[src/rtl/pipe_ctrl_pkg.sv]
// Shared constants and types for the pipeline hazard/redirect controller.
// Holds the fixed stage indices, the multi-cycle unit tracker states and
// the default general exception vector.
package pipe_ctrl_pkg;

  // Fixed stage positions; WB is always the last stage (NSTAGE-1)
  localparam int STG_IF  = 0;
  localparam int STG_ID  = 1;
  localparam int STG_EX  = 2;
  localparam int STG_MEM = 3;

  // Default general exception vector (uncached boot region)
  localparam logic [31:0] EXC_BASE_DEF = 32'hBFC0_0380;

  // Handshake state for one multi-cycle unit channel
  typedef enum logic [1:0] {
    IDLE = 2'd0,
    RUN  = 2'd1,
    DONE = 2'd2
  } mc_state_e;

endpackage

[src/rtl/pipe_hazard_ctrl_if.sv]
// Bundle of all pipeline-facing signals of the hazard controller.
// The slave modport is the controller's view; the master modport is the
// pipeline (and multi-cycle units) driving requests and consuming controls.
interface pipe_hazard_ctrl_if #(
  parameter int NSTAGE = 5,
  parameter int NMC    = 2,
  parameter int REGW   = 5
);

  // ID source operands
  logic [REGW-1:0]   id_rs;
  logic [REGW-1:0]   id_rt;
  logic              id_rs_rd;
  logic              id_rt_rd;

  // EX load tracking
  logic              ex_load;
  logic [REGW-1:0]   ex_rt;

  // Other stall requests
  logic              id_jb_stall;
  logic              if_stallreq;
  logic              mem_stallreq;

  // Multi-cycle unit handshake
  logic [NMC-1:0]    mc_req;
  logic [NMC-1:0]    mc_ready;
  logic [NMC-1:0]    mc_start;
  logic [NMC-1:0]    mc_cancel;

  // Exception / ERET from MEM
  logic              mem_exc;
  logic              mem_eret;
  logic [31:0]       mem_epc;

  // Pipeline controls
  logic [NSTAGE-1:0] stall;
  logic [NSTAGE-1:0] flush;
  logic              redirect_valid;
  logic [31:0]       redirect_pc;

  // Performance counters
  logic [31:0]       perf_stall_cnt;
  logic [31:0]       perf_flush_cnt;

  modport master (
    output id_rs, id_rt, id_rs_rd, id_rt_rd,
    output ex_load, ex_rt,
    output id_jb_stall, if_stallreq, mem_stallreq,
    output mc_req, mc_ready,
    input  mc_start, mc_cancel,
    output mem_exc, mem_eret, mem_epc,
    input  stall, flush, redirect_valid, redirect_pc,
    input  perf_stall_cnt, perf_flush_cnt
  );

  modport slave (
    input  id_rs, id_rt, id_rs_rd, id_rt_rd,
    input  ex_load, ex_rt,
    input  id_jb_stall, if_stallreq, mem_stallreq,
    input  mc_req, mc_ready,
    output mc_start, mc_cancel,
    input  mem_exc, mem_eret, mem_epc,
    output stall, flush, redirect_valid, redirect_pc,
    output perf_stall_cnt, perf_flush_cnt
  );

endinterface

[src/rtl/pipe_hazard_ctrl_mc_track.sv]
// One multi-cycle unit channel tracker (module mc_track).
// Issues a single start pulse when an op first appears in EX, waits for the
// unit's result, then holds the result slot until EX is allowed to advance.
// An exception aborts a running or finished op with a one-cycle cancel.
module mc_track
  import pipe_ctrl_pkg::*;
(
  input  logic clk,
  input  logic rst,
  input  logic req,
  input  logic ready,
  input  logic advance,
  input  logic kill,
  output logic start,
  output logic cancel,
  output logic busy
);

  mc_state_e state_q;
  mc_state_e state_d;

  // State register; reset drops any in-flight op silently since the unit
  // itself is reset by the same signal
  always_ff @(posedge clk) begin
    if (rst) begin
      state_q <= IDLE;
    end else begin
      state_q <= state_d;
    end
  end

  // Next-state and handshake pulses; an exception outranks a result
  // arriving in the same cycle, and pulses are suppressed during reset
  always_comb begin
    state_d = state_q;
    start   = 1'b0;
    cancel  = 1'b0;
    case (state_q)
      IDLE: begin
        if (req && !kill) begin
          start   = !rst;
          state_d = RUN;
        end
      end
      RUN: begin
        if (kill) begin
          cancel  = !rst;
          state_d = IDLE;
        end else if (ready) begin
          state_d = DONE;
        end
      end
      DONE: begin
        if (kill) begin
          cancel  = !rst;
          state_d = IDLE;
        end else if (advance) begin
          state_d = IDLE;
        end
      end
      default: begin
        state_d = IDLE;
      end
    endcase
  end

  // Busy depends only on state and request so EX stall never loops back
  // through the advance input
  assign busy = ((state_q == IDLE) && req) || (state_q == RUN);

endmodule

[src/rtl/pipe_hazard_ctrl.sv]
// Pipeline hazard and redirect controller for the in-order MIPS core.
// Produces per-stage stall/flush vectors from load-use, branch-operand,
// bus-wait and multi-cycle-unit conditions, tracks each multi-cycle unit
// with its own handshake FSM, and generates the exception/ERET redirect.
// Optional feature: define HAZ_PERF_CNT_EN to build the stall and flush
// performance counters; otherwise both counter outputs read 0.
module pipe_hazard_ctrl
  import pipe_ctrl_pkg::*;
#(
  parameter int          NSTAGE   = 5,
  parameter int          NMC      = 2,
  parameter int          REGW     = 5,
  parameter logic [31:0] EXC_BASE = EXC_BASE_DEF
) (
  input  logic clk,
  input  logic rst,
  pipe_hazard_ctrl_if.slave bus
);

  logic              load_use;
  logic              exc_take;
  logic [NSTAGE-1:0] origin;
  logic [NSTAGE-1:0] stall_v;
  logic [NSTAGE-1:0] flush_v;
  logic              stall_acc;
  logic [NMC-1:0]    mc_busy;
  logic [NMC-1:0]    mc_start_v;
  logic [NMC-1:0]    mc_cancel_v;

  // A load in EX whose non-zero destination feeds a source ID really reads
  assign load_use = bus.ex_load && (bus.ex_rt != '0) &&
                    ((bus.id_rs_rd && (bus.id_rs == bus.ex_rt)) ||
                     (bus.id_rt_rd && (bus.id_rt == bus.ex_rt)));

  // An exception is only taken once the data bus has stopped waiting
  assign exc_take = bus.mem_exc && !bus.mem_stallreq;

  // Collect stall origins at the stage that must hold
  always_comb begin
    origin              = '0;
    origin[STG_ID]      = load_use || bus.id_jb_stall || bus.if_stallreq;
    origin[STG_EX]      = |mc_busy;
    origin[NSTAGE-1]    = origin[NSTAGE-1] || bus.mem_stallreq;
  end

  // A stage holds whenever it or any later stage is the origin of a stall
  always_comb begin
    stall_acc = 1'b0;
    stall_v   = '0;
    for (int i = NSTAGE - 1; i >= 0; i--) begin
      stall_acc  = stall_acc | origin[i];
      stall_v[i] = stall_acc;
    end
  end

  // Bubble into the first advancing stage behind a held one; kill all on exception
  always_comb begin
    flush_v    = '0;
    flush_v[0] = exc_take;
    for (int i = 1; i < NSTAGE; i++) begin
      flush_v[i] = exc_take | (stall_v[i-1] & ~stall_v[i]);
    end
  end

  // One tracker per multi-cycle unit; EX advances whenever it is not held
  for (genvar k = 0; k < NMC; k++) begin : g_mc
    mc_track u_mc (
      .clk     (clk),
      .rst     (rst),
      .req     (bus.mc_req[k]),
      .ready   (bus.mc_ready[k]),
      .advance (~stall_v[STG_EX]),
      .kill    (exc_take),
      .start   (mc_start_v[k]),
      .cancel  (mc_cancel_v[k]),
      .busy    (mc_busy[k])
    );
  end

  assign bus.mc_start       = mc_start_v;
  assign bus.mc_cancel      = mc_cancel_v;
  assign bus.stall          = stall_v;
  assign bus.flush          = flush_v;
  assign bus.redirect_valid = exc_take;
  assign bus.redirect_pc    = bus.mem_eret ? bus.mem_epc : EXC_BASE;

`ifdef HAZ_PERF_CNT_EN
  logic [31:0] stall_cnt_q;
  logic [31:0] stall_cnt_d;
  logic [31:0] flush_cnt_q;
  logic [31:0] flush_cnt_d;

  // Count frozen-fetch cycles and taken exceptions, wrapping naturally
  always_comb begin
    stall_cnt_d = stall_cnt_q + {31'd0, stall_v[0]};
    flush_cnt_d = flush_cnt_q + {31'd0, exc_take};
  end

  // Counter registers
  always_ff @(posedge clk) begin
    if (rst) begin
      stall_cnt_q <= '0;
      flush_cnt_q <= '0;
    end else begin
      stall_cnt_q <= stall_cnt_d;
      flush_cnt_q <= flush_cnt_d;
    end
  end

  assign bus.perf_stall_cnt = stall_cnt_q;
  assign bus.perf_flush_cnt = flush_cnt_q;
`else
  assign bus.perf_stall_cnt = 32'd0;
  assign bus.perf_flush_cnt = 32'd0;
`endif

endmodule

[src/flat_wrapper.sv]
// flat-port wrapper written by rule: the top's interface ports become plain ports
module pipe_hazard_ctrl_flat import pipe_ctrl_pkg::*;
#(
  parameter int          NSTAGE   = 5,
  parameter int          NMC      = 2,
  parameter int          REGW     = 5,
  parameter logic [31:0] EXC_BASE = EXC_BASE_DEF
)
  (clk, rst, bus_id_rs, bus_id_rt, bus_id_rs_rd, bus_id_rt_rd, bus_ex_load, bus_ex_rt, bus_id_jb_stall, bus_if_stallreq, bus_mem_stallreq, bus_mc_req, bus_mc_ready, bus_mc_start, bus_mc_cancel, bus_mem_exc, bus_mem_eret, bus_mem_epc, bus_stall, bus_flush, bus_redirect_valid, bus_redirect_pc, bus_perf_stall_cnt, bus_perf_flush_cnt);
  pipe_hazard_ctrl_if #(.NSTAGE(NSTAGE), .NMC(NMC), .REGW(REGW)) bus_i ();
  input  logic clk;
  input  logic rst;
  input wire logic [$bits(bus_i.id_rs)-1:0] bus_id_rs;
  input wire logic [$bits(bus_i.id_rt)-1:0] bus_id_rt;
  input wire logic [$bits(bus_i.id_rs_rd)-1:0] bus_id_rs_rd;
  input wire logic [$bits(bus_i.id_rt_rd)-1:0] bus_id_rt_rd;
  input wire logic [$bits(bus_i.ex_load)-1:0] bus_ex_load;
  input wire logic [$bits(bus_i.ex_rt)-1:0] bus_ex_rt;
  input wire logic [$bits(bus_i.id_jb_stall)-1:0] bus_id_jb_stall;
  input wire logic [$bits(bus_i.if_stallreq)-1:0] bus_if_stallreq;
  input wire logic [$bits(bus_i.mem_stallreq)-1:0] bus_mem_stallreq;
  input wire logic [$bits(bus_i.mc_req)-1:0] bus_mc_req;
  input wire logic [$bits(bus_i.mc_ready)-1:0] bus_mc_ready;
  output wire logic [$bits(bus_i.mc_start)-1:0] bus_mc_start;
  output wire logic [$bits(bus_i.mc_cancel)-1:0] bus_mc_cancel;
  input wire logic [$bits(bus_i.mem_exc)-1:0] bus_mem_exc;
  input wire logic [$bits(bus_i.mem_eret)-1:0] bus_mem_eret;
  input wire logic [$bits(bus_i.mem_epc)-1:0] bus_mem_epc;
  output wire logic [$bits(bus_i.stall)-1:0] bus_stall;
  output wire logic [$bits(bus_i.flush)-1:0] bus_flush;
  output wire logic [$bits(bus_i.redirect_valid)-1:0] bus_redirect_valid;
  output wire logic [$bits(bus_i.redirect_pc)-1:0] bus_redirect_pc;
  output wire logic [$bits(bus_i.perf_stall_cnt)-1:0] bus_perf_stall_cnt;
  output wire logic [$bits(bus_i.perf_flush_cnt)-1:0] bus_perf_flush_cnt;
  assign bus_i.id_rs = bus_id_rs;
  assign bus_i.id_rt = bus_id_rt;
  assign bus_i.id_rs_rd = bus_id_rs_rd;
  assign bus_i.id_rt_rd = bus_id_rt_rd;
  assign bus_i.ex_load = bus_ex_load;
  assign bus_i.ex_rt = bus_ex_rt;
  assign bus_i.id_jb_stall = bus_id_jb_stall;
  assign bus_i.if_stallreq = bus_if_stallreq;
  assign bus_i.mem_stallreq = bus_mem_stallreq;
  assign bus_i.mc_req = bus_mc_req;
  assign bus_i.mc_ready = bus_mc_ready;
  assign bus_mc_start = bus_i.mc_start;
  assign bus_mc_cancel = bus_i.mc_cancel;
  assign bus_i.mem_exc = bus_mem_exc;
  assign bus_i.mem_eret = bus_mem_eret;
  assign bus_i.mem_epc = bus_mem_epc;
  assign bus_stall = bus_i.stall;
  assign bus_flush = bus_i.flush;
  assign bus_redirect_valid = bus_i.redirect_valid;
  assign bus_redirect_pc = bus_i.redirect_pc;
  assign bus_perf_stall_cnt = bus_i.perf_stall_cnt;
  assign bus_perf_flush_cnt = bus_i.perf_flush_cnt;
  pipe_hazard_ctrl #(.NSTAGE(NSTAGE), .NMC(NMC), .REGW(REGW), .EXC_BASE(EXC_BASE)) u_core (.clk(clk), .rst(rst), .bus(bus_i));
endmodule
[config.mk]
export PLATFORM = sky130hd
export DESIGN_NAME = pipe_hazard_ctrl_flat
export DESIGN_NICKNAME = d
export VERILOG_FILES = /design/src/rtl/pipe_ctrl_pkg.sv /design/src/rtl/pipe_hazard_ctrl_if.sv /design/src/rtl/pipe_hazard_ctrl_mc_track.sv /design/src/rtl/pipe_hazard_ctrl.sv /design/src/flat_wrapper.sv
export SDC_FILE = /design/constraint.sdc
export NUM_CORES = 1
export LEC_CHECK = 0
export CAP_MARGIN = 10
export CORE_UTILIZATION = 26
export CTS_CLUSTER_DIAMETER = 150
export DETAILED_ROUTE_END_ITERATION = 8
export PLACE_DENSITY = 0.81
export SKIP_LAST_GASP = 1
export SYNTH_ARGS = -nofsm -noshare
export SYNTH_HDL_FRONTEND = slang
export SYNTH_HIERARCHICAL = 1
export SYNTH_SLANG_ARGS = --single-unit
[constraint.sdc]
create_clock -name clk -period 2.8 [get_ports clk]
set_clock_uncertainty 0.2 [all_clocks]
set_input_delay 0.56 -clock clk [delete_from_list [all_inputs] [get_ports clk]]
set_output_delay 0.56 -clock clk [all_outputs]
set_load 0.1 [all_outputs]
Yosys cells after proc, flatten, opt, wreduce, memory -nomap -nowiden

Index checks and enable logic that the tools add are counted.

Register bits after elaboration: 4
Input bits: 61
Output and inout bits: 111
Logic and storage cells: 65

Equality and inequality tests: 12
Multiplexer cells: 18
Bitwise operators: 8
Reductions and logical operators: 25

Operators with widths:

| cell               | count |
|---|---|
| $mux 32            | 1 |
| $mux 2             | 8 |
| $ne 3x2->1 const B | 4 |
| $pmux 2 s3         | 2 |
| $eq 5x5->1         | 2 |
| $logic_and 1x1->1  | 9 |
| $mux 1             | 7 |
| $reduce_and 3->1   | 2 |
| $reduce_or 2->1    | 3 |
| $logic_or 1x1->1   | 5 |
| $reduce_bool 5->1  | 1 |
| $eq 2x1->1 const B | 2 |
| $eq 2x2->1 const B | 2 |
| $logic_not 2->1    | 2 |
| $ne 2x2->1 const B | 2 |
| $or 1x1->1         | 4 |
| $logic_not 1->1    | 3 |
| $and 1x1->1        | 2 |
| $not 1->1          | 2 |

Depth between registers and ports, before layout

Gate-level depths: netlist (run 1).

Depth after elaboration: 9
Gate-level depth with buffers: 8
Depth with buffers taken out: 8

By module

Netlist (run 1), hierarchy kept.

Modules (own cells, without submodules):

| module           | instances | cells an instance | area each (um^2) | seq. area each (um^2) |
|---|---|---|---|---|
| pipe_hazard_ctrl | 1         | 133               | 947.2            | 0.0 |
| mc_track         | 2         | 23                | 207.7            | 40.0 |

Worst setup path after synthesis (run 1)

OpenSTA, ideal clock, no wires.

Path type: input to output
Start point: input bus_mem_stallreq
End point: output bus_mc_cancel[0]
Data arrival time: 4744 ps
Required time: 2040 ps
Setup slack: -2704 ps
Stages: 3
Path buffers: 0
Cell sequence: nor2b_1 inv_1 nor3b_1

Cells in the longest elaborated chain, start to end: 4

Ends and longest elaborated chain:

| element           | RTL line                                                         | RTL |
|---|---|---|
| start, declared   | flat_wrapper.sv:21                                               | `input wire logic [$bits(bus_i.mem_stallreq)-1:0] bus_mem_stallreq;` |
| $logic_not 1->1   | pipe_hazard_ctrl.sv:36                                           | `assign exc_take = bus.mem_exc && !bus.mem_stallreq;` |
| $logic_and 1x1->1 | pipe_hazard_ctrl.sv:36                                           |  |
| $mux 1            | pipe_hazard_ctrl_mc_track.sv:46, pipe_hazard_ctrl_mc_track.sv:54 |  |
| $mux 1            | -                                                                |  |
| end, declared     | flat_wrapper.sv:25                                               | `output wire logic [$bits(bus_i.mc_cancel)-1:0] bus_mc_cancel;` |

Every way passes these cells.

Final worst setup path (run 1)

Start point: input bus_ex_rt[2]
End point: output bus_flush[2]

Cells in the longest elaborated chain, start to end: 9
Elaborated cells on any way between the ends: 13
Classes of those cells: eq/ne (2); bitwise (3); reduce/logical (8)

Ends and longest elaborated chain:

| element                              | RTL line                                       | RTL |
|---|---|---|
| start, declared                      | flat_wrapper.sv:18                             | `input wire logic [$bits(bus_i.ex_rt)-1:0] bus_ex_rt;` |
| $eq 5x5->1 (on tied branches)        | pipe_hazard_ctrl.sv:32, pipe_hazard_ctrl.sv:33 |  |
| $logic_and 1x1->1 (on tied branches) | pipe_hazard_ctrl.sv:32, pipe_hazard_ctrl.sv:33 |  |
| $logic_or 1x1->1                     | pipe_hazard_ctrl.sv:32                         | `((bus.id_rs_rd && (bus.id_rs == bus.ex_rt)) \|\|` |
| $logic_and 1x1->1 (*)                | pipe_hazard_ctrl.sv:31                         | `assign load_use = bus.ex_load && (bus.ex_rt != '0) &&` |
| $logic_or 1x1->1 (*) (2 in a row)    | pipe_hazard_ctrl.sv:41                         | `origin[STG_ID] = load_use \|\| bus.id_jb_stall \|\| bus.if_stallreq;` |
| $or 1x1->1 (*)                       | pipe_hazard_ctrl.sv:51                         | `stall_acc = stall_acc \| origin[i];` |
| $and 1x1->1 (*)                      | pipe_hazard_ctrl.sv:61                         | `flush_v[i] = exc_take \| (stall_v[i-1] & ~stall_v[i]);` |
| $or 1x1->1 (*)                       | pipe_hazard_ctrl.sv:61                         |  |
| end, declared                        | flat_wrapper.sv:30                             | `output wire logic [$bits(bus_i.flush)-1:0] bus_flush;` |

Mark *: on every way between the ends. The rest lies on a longest branch, timed or not.

==> results.cfg, run 1 <==
[yosys]
post_synth_inst_count = 179
ys_top_cells_by_area = buf_4, and2_1, ha_1, nand2b_1, dfxtp_1
netlist_area_sq_mm = 0.00136
synth_top_cell_by_area = buf_4
synth_most_common_cell = buf_4
synth_sequential_area_ratio_pct = 5.88
ys_warn_count = 6
asyncSetResetFlopFracSynth_pct = 0
yosys.cell_types.count = 30
post_synth_top_flop = dfxtp_1
number_of_enable_flip_flop_cells_after_synthesis = 0
synth.top_cells.by_count = buf_4, and2_1, nand2b_1
postSynthAreaPerCell_sq_um = 7.61
yosys_register_bits = 4
synth_top_area_share_pct = 39.1

[cts]
cts_tree = yes
worst_setup_hold_path_clk_slew_ns = 0.03
cts_root_buf = clkbuf_8
htree_num_levels = 1
clockBufferDepth = 2
clock_latency_on_the_worst_skew_pair_ns = 0.22
num_clock_sinks = 4
post_cts_hold_buffer_count = 0
cts_buffers = 3

[pwr]
vdd.ir_drop.worst_uv = 528
static_leak_nw = 1.36
p_per_area_mw_per_mm2 = 588

[floorplan]
initial_utilization_pct = 27.9
fp.dieW_um = 74.4
floorplan.core_area_sq_mm = 0.00488
floorplan.die_area_sq_mm = 0.00553
design.portCount = 172
die_h_um = 74.4
placementRows = 25

[timing]
fin_ws_ns = 0.0462
report.final.slew_viol_count = 0
fin_worst_hold_slack_ns = 0.295
timing.fmax_mhz = 363
report.final.setup_viol = 0
final.period_utilization_pct = 98.4
final_hold_viol_count = 0
timing.final.crit_period_ns = 2.75

[critical_path]
regToRegSetupSlack_ns = 0.42
largest_stage_delay_worst_path_ns = 0.54
worst-endpoint-arrival_ns = 1.99
path_delay_family = buffers and inverters
timing.rr.end = u_core/g_mc[0].u_mc/state_q[0]
cp.required_ns = 2.04
worst_setup_path_end_kind = output pin
startpoint_of_the_lowest_slack_register_to_register_path = u_core/g_mc[0].u_mc/state_q[0]
critical_path.startpoint_type = input pin
cp_max_fo = 3
cp_num_buf_inv = 3
crit_slowest_cell = or4_1
crit_path_cell_trace = dlygate4sd2_1 -> or4_1 -> o21ai_2 -> buf_4 -> o31ai_4 -> buf_12
worst-r2r-cell-count = 9
critPathKind = in2out

[cells_and_area]
final_stage_net_count = 361
reg.largest.list = u_core/g_mc.u_mc/state_q x4
area_growth_syn_to_fin_pct = 116
number_of_flip_flops_in_the_largest_register = 4
post-route-util_pct = 60.2
register_name_with_the_most_flops = u_core/g_mc.u_mc/state_q
num_antenna_cells = 0
drive_gt1_share_pct = 30.7

[global_routing]
grt_pass1_wl_um = 6560
first_global_vias = 1291
pin_count_of_the_biggest_net_entering_global_routing = 33
gr-usage-all-layers_pct = 15.6
globalRouteOverflowTotal = 0
grt_antenna_before_repair = 0

[route]
drcViolationCount = 0
detail-route-antenna-nets = 0
post_drt_via_cell_ratio = 3.83
final_routed_wirelength_um = 4600
drtIter0Drc = 19
detailroute.via_count = 1369
drt_first_pass_iters = 4
final_routed_wire_length_divided_by_cell_count_um = 12.9

[placed_design]
pre_cts_slack_ns = -0.237
finalWeightedCongestion = 0.774
port-buffer-count = 107
dp_hpwl_um = 3900

[run]
drv.max_cap_violation_count = 0

[worst_hold_path]
min_path_type = reg2reg
holdPathEnd = u_core/g_mc[1].u_mc/state_q[0]
worst_hold_path.num_cells = 2
worstHoldStart = u_core/g_mc[1].u_mc/state_q[0]

[outcome]
outcome = completed
[layout make-up]
class                   count  area, sq um
clock buffers               3         41.3
fillers                   421         1940
inverters                   9         33.8
multi-input cells         155         1060
flip-flops and latches      4         83.8
well taps                  67         83.8
repair buffers            119         1630
[layout by cell type (no fill, tap or decap), types with 2 or more instances in the layout]
cell	synthesis	layout
clkdlybuf4s50_1	0	46
inv_1	9	7
and2_1	20	20
nor3b_4	0	2
mux2i_1	2	2
dlymetal6s2s_1	0	2
nor2_1	8	6
nor2_2	0	2
clkbuf_8	0	3
a211oi_1	2	2
a221oi_1	2	2
nand2b_4	2	2
a222oi_1	2	2
a21o_1	2	2
inv_2	0	2
xor2_2	0	3
nor3b_1	4	2
ha_1	8	5
buf_12	0	48
dfxtp_2	0	3
dlygate4sd2_1	0	10
a221o_1	2	2
conb_1	1	64
xnor2_1	2	2
ha_2	0	2
buf_4	71	11
xor2_1	8	5
nand2b_1	16	16
[cell families after synthesis]
logic type      count (synthesis)  share of synthesized area, %
compound gates                 14                          9.55
simple gates                   57                          26.6
buf+inv                        83                          42.4
mux                             2                          1.47
flops                           4                          5.88
fa+ha+maj                       8                          7.35
xor+xnor                       10                          6.43
other cells                     1                         0.275
[worst register-to-register path, stage by stage (launching register included)]
cell and delay, ns:
dfxtp_2 0.33, inv_1 0.08, ha_2 0.22, a21o_1 0.19, or3_4 0.37, inv_1 0.15, buf_4 0.14, nor2_1 0.06
a221oi_1 0.33, mux2i_1 0.24
[stage by stage]
step	area (sq um)	total power, mW	setup TNS (ns)	instances
after detailed placement	2840	1.58	-0.634	353
after global routing	2940	1.80	-0.0359	357
after global placement	2840	1.55	-0.431	353
after floorplan	1670	1.22	-0.589	242
after CTS	2900	1.71	0	356
final	2940	1.73	0	357
[per-layer routing]
layer / share of wire [%] / global-route usage (%) / vias to the layer above / routed length (um)
li1: - / - / 662 / -
met1: 31 / 14.4 / 609 / 1420
met2: 58 / 32.8 / 88 / 2670
met3: 9.0 / 3.52 / 10 / 413
met4: 2.0 / 4.82 / 0 / 91
met5: 0 / 0 / - / 0
[how the worst max path moves through the flow]
stage / from / to / slack, ns / cells past startpoint
6_report: bus_ex_rt[2] / bus_flush[2] / 0.05 / 6
5_1_grt: bus_id_rs[1] / bus_stall[1] / -0.02 / 6
4_1_cts: bus_mc_req[1] / bus_flush[2] / 0.002 / 5
3_5_place_dp: bus_ex_rt[3] / bus_stall[1] / -0.24 / 6
3_3_place_gp: bus_ex_rt[3] / bus_stall[0] / -0.16 / 6
2_1_floorplan: bus_mem_exc / bus_mc_cancel[0] / -0.22 / 3
[what timing repair did]
| item | 4_1_cts | 5_1_grt |
|---|---|---|
| buffers inserted | 0 | 1 |
| gates cloned | 0 | 0 |
| setup endpoints to repair | 3 | 3 |
| gates resized for setup | 18 | 8 |
| pin swaps | 9 | 7 |
[report_power, final]
group | switching [mW] | total [mW] | leakage [nW] | internal [mW]
clock | 0.0295 | 0.121 | 0.0216 | 0.0916
sequential | 0.0184 | 0.103 | 0.0340 | 0.0845
combinational | 1.02 | 1.50 | 1.31 | 0.483
Note: power is estimated with default switching activity, not from simulation.
==> run 2: changes to the inputs <==
- ABC_AREA: not set -> 1
- CORE_UTILIZATION: 26 -> 28
- PLACE_DENSITY: 0.81 -> 0.83
==> run 2 against run 1 <==
- power fell by 6.7%
- combinational power fell by 7%
- register-to-register slack improved by 0.48 ns
- utilization fell by 2.6 points
- first-iteration DRC count rose by 95%
- synthesized cell count rose by 54%
- final area rose by 0.72%
- clock power barely moved
- sequential power fell by 12%
- routed wire length rose by 3.0%
- critical endpoint unchanged
- largest power group unchanged
- highest routed layer unchanged
==> results.cfg, run 2 <==
[outcome]
outcome = completed

[yosys]
synth.top_cells.by_count = nand2_1, buf_4, inv_1
number_of_enable_flip_flop_cells_after_synthesis = 0
muxShareOfSynthArea_pct = 0
simple_gate_area_share_of_the_yosys_netlist_pct = 35.6
synth_top_area_share_pct = 35.5
synth_top_cell_by_area = buf_4
synth_adder_area_share_pct = 6.66
synth_most_common_cell = nand2_1
synth-compound-area-share_pct = 0.666
netlist_area_sq_mm = 0.00150
asyncSetResetFlopFracSynth_pct = 0
yosys_register_bits = 4
post_synth_top_flop = dfxtp_1
ys_top_cells_by_area = buf_4, nand2_1, inv_1, ha_1, nor2_1
post_synth_inst_count = 275
synth_sequential_area_ratio_pct = 5.33
postSynthAreaPerCell_sq_um = 5.46
xor_xnor_portion_of_the_synthesized_cell_area_pct = 0
ys_warn_count = 6
main_combinational_cell_family_by_area_after_synthesis = buffers and inverters
yosys.cell_types.count = 16

[route]
drt_first_pass_iters = 4
detail-route-antenna-nets = 0
drtIter0Drc = 37
drcViolationCount = 0
final_routed_wire_length_divided_by_cell_count_um = 10.6
post_drt_via_cell_ratio = 3.72
detailroute.via_count = 1665
final_routed_wirelength_um = 4740

[critical_path]
crit_slowest_cell = clkdlybuf4s50_1
path_delay_family = buffers and inverters
critical_path.startpoint_type = input pin
cp_max_fo = 2
worst-endpoint-arrival_ns = 1.95
cp.required_ns = 2.04
crit_path_cell_trace = clkdlybuf4s50_1 -> inv_1 -> nand2_1 -> nand2_1 -> nor2_1 -> nand3_1 -> nand2_1 -> nand2_2 -> nand2_1 -> nand2_1 -> nand2_2 -> buf_12
largest_stage_delay_worst_path_ns = 0.51
worst_path_most_repeated_cell = nand2_1
worst_setup_path_end_kind = output pin
critPathKind = in2out
cp_num_buf_inv = 3

[cells_and_area]
num_antenna_cells = 0
number_of_flip_flops_in_the_largest_register = 4
drive_gt1_share_pct = 22.5
area_growth_syn_to_fin_pct = 96.8
post_layout_nonfiller_instances = 448
layout.cells.most_common = nand2_1
layout.cells.most_common_list = nand2_1, conb_1, clkdlybuf4s50_1, inv_1, buf_12
reg.largest.list = u_core/g_mc.u_mc/state_q x4
final_stage_net_count = 449
register_name_with_the_most_flops = u_core/g_mc.u_mc/state_q
filler_cell_count = 468

[floorplan]
placementRows = 26
design.portCount = 172
floorplan.die_area_sq_mm = 0.00566
fp.dieW_um = 75.3
floorplan.core_area_sq_mm = 0.00514
die_h_um = 75.3
initial_utilization_pct = 29.2

[placed_design]
dp_hpwl_um = 4120
port-buffer-count = 107
post-place-cells = 445
pre_cts_slack_ns = 0.0247
finalWeightedCongestion = 0.798

[pwr]
p_per_area_mw_per_mm2 = 544
static_leak_nw = 1.72
vdd.ir_drop.worst_uv = 458

[timing]
final_hold_viol_count = 0
final.period_utilization_pct = 96.9
timing.final.crit_period_ns = 2.71
fin_ws_ns = 0.0873
report.final.setup_viol = 0
report.final.slew_viol_count = 0
timing.fmax_mhz = 369

[cts]
cts_tree = yes
cts_buffers = 3
worst_setup_hold_path_clk_slew_ns = 0.03
clockBufferDepth = 2
cts_root_buf = clkbuf_8
clock_latency_on_the_worst_skew_pair_ns = 0.21
post_cts_hold_buffer_count = 0
num_clock_sinks = 4
htree_num_levels = 1

[run]
drv.max_cap_violation_count = 0

[global_routing]
gr-usage-all-layers_pct = 14.8
first_global_vias = 1468
grt_antenna_before_repair = 0
globalRouteOverflowTotal = 0
grt_pass1_wl_um = 6520
pin_count_of_the_biggest_net_entering_global_routing = 33

[worst_hold_path]
min_path_type = reg2reg
[run 2: cell count changes after synthesis, moves of 3 or more]
cell,delta
inv_1,+46
inv_2,+6
nand2_1,+82
nor3b_1,-4
xor2_1,-8
and2_1,-20
nand2_2,+8
nor2_1,+16
nand2b_1,-16
nor2_2,+5
nand3_1,+3
[run 2: timing repair]
| item | CTS | global route |
|---|---|---|
| resized for setup | 0 | 8 |
| endpoints found under the setup margin | 0 | 3 |
| setup buffers | 0 | 0 |
[run 2: through the flow]
step	setup TNS, ns	hold WS [ns]	cell area (sq um)	utilization (%)	power (mW)
final	0	0.437	2960	57.5	1.61
after CTS	0	0.431	2940	57.1	1.61
after floorplan	-0.292	0.374	1770	-	1.18
after global placement	0	0.388	2890	56.3	1.46
after global routing	-0.0153	0.473	2960	57.5	1.69
after detailed placement	0	0.425	2890	56.3	1.49
[run 2: worst paths after layout]
| check | cells after the start | start | to | slack (ns) |
|---|---|---|---|---|
| setup / recovery | 12 | bus_id_rs[1] | bus_flush[2] | 0.09 |
| setup reg to reg | 12 | u_core/g_mc[0].u_mc/state_q[0] | u_core/g_mc[1].u_mc/state_q[1] | 0.90 |
| hold / removal | 4 | u_core/g_mc[1].u_mc/state_q[1] | u_core/g_mc[1].u_mc/state_q[1] | 0.44 |
| hold reg to reg | 4 | u_core/g_mc[1].u_mc/state_q[1] | u_core/g_mc[1].u_mc/state_q[1] | 0.44 |
[run 2: area by class of cell]
type / count / area, sq um / area share (%)
Timing Repair Buffer: 111 / 1600 / 54.0
Multi-Input combinational cell: 199 / 923 / 31.2
Inverter: 61 / 229 / 7.74
Tap cell: 70 / 87.6 / 2.96
Sequential cell: 4 / 80.1 / 2.71
Clock buffer: 3 / 41.3 / 1.40
[run 2: cells by family (layout without fill, tap and decap cells)]
kind of cell / after synthesis / after routing
AOI/OAI and AO/OA: 2 / 2
and+or+nand+nor: 125 / 125
other: 1 / 64
DFF: 4 / 4
adders and majority gates: 8 / 8
buffers and inverters: 135 / 175
[run 2: worst reg2reg max path, cell delays in order (launching register included)]
cell and delay, ns:
dfxtp_1 0.33, inv_1 0.10, ha_1 0.23, nand2_1 0.07
nand2_1 0.06, nor2_1 0.17, nand2_2 0.11, inv_2 0.10
nor2_1 0.05, nand2_2 0.08, nand3_4 0.09, nor2_1 0.14
nor2_2 0.05
[run 2: layer usage]
| metal | global-route usage (%) | part of all wire, % |
|---|---|---|
| met4 | 4.73 | 1.7 |
| met1 | 16.2 | 36 |
| met3 | 2.14 | 8.9 |
| met5 | 0 | 0 |
| met2 | 29.1 | 54 |
[run 2: power by group]
part / total (mW) / internal (mW) / switching, mW
Clock: 0.118 / 0.0913 / 0.0263
Sequential: 0.0903 / 0.0786 / 0.0116
Combinational: 1.40 / 0.382 / 1.02
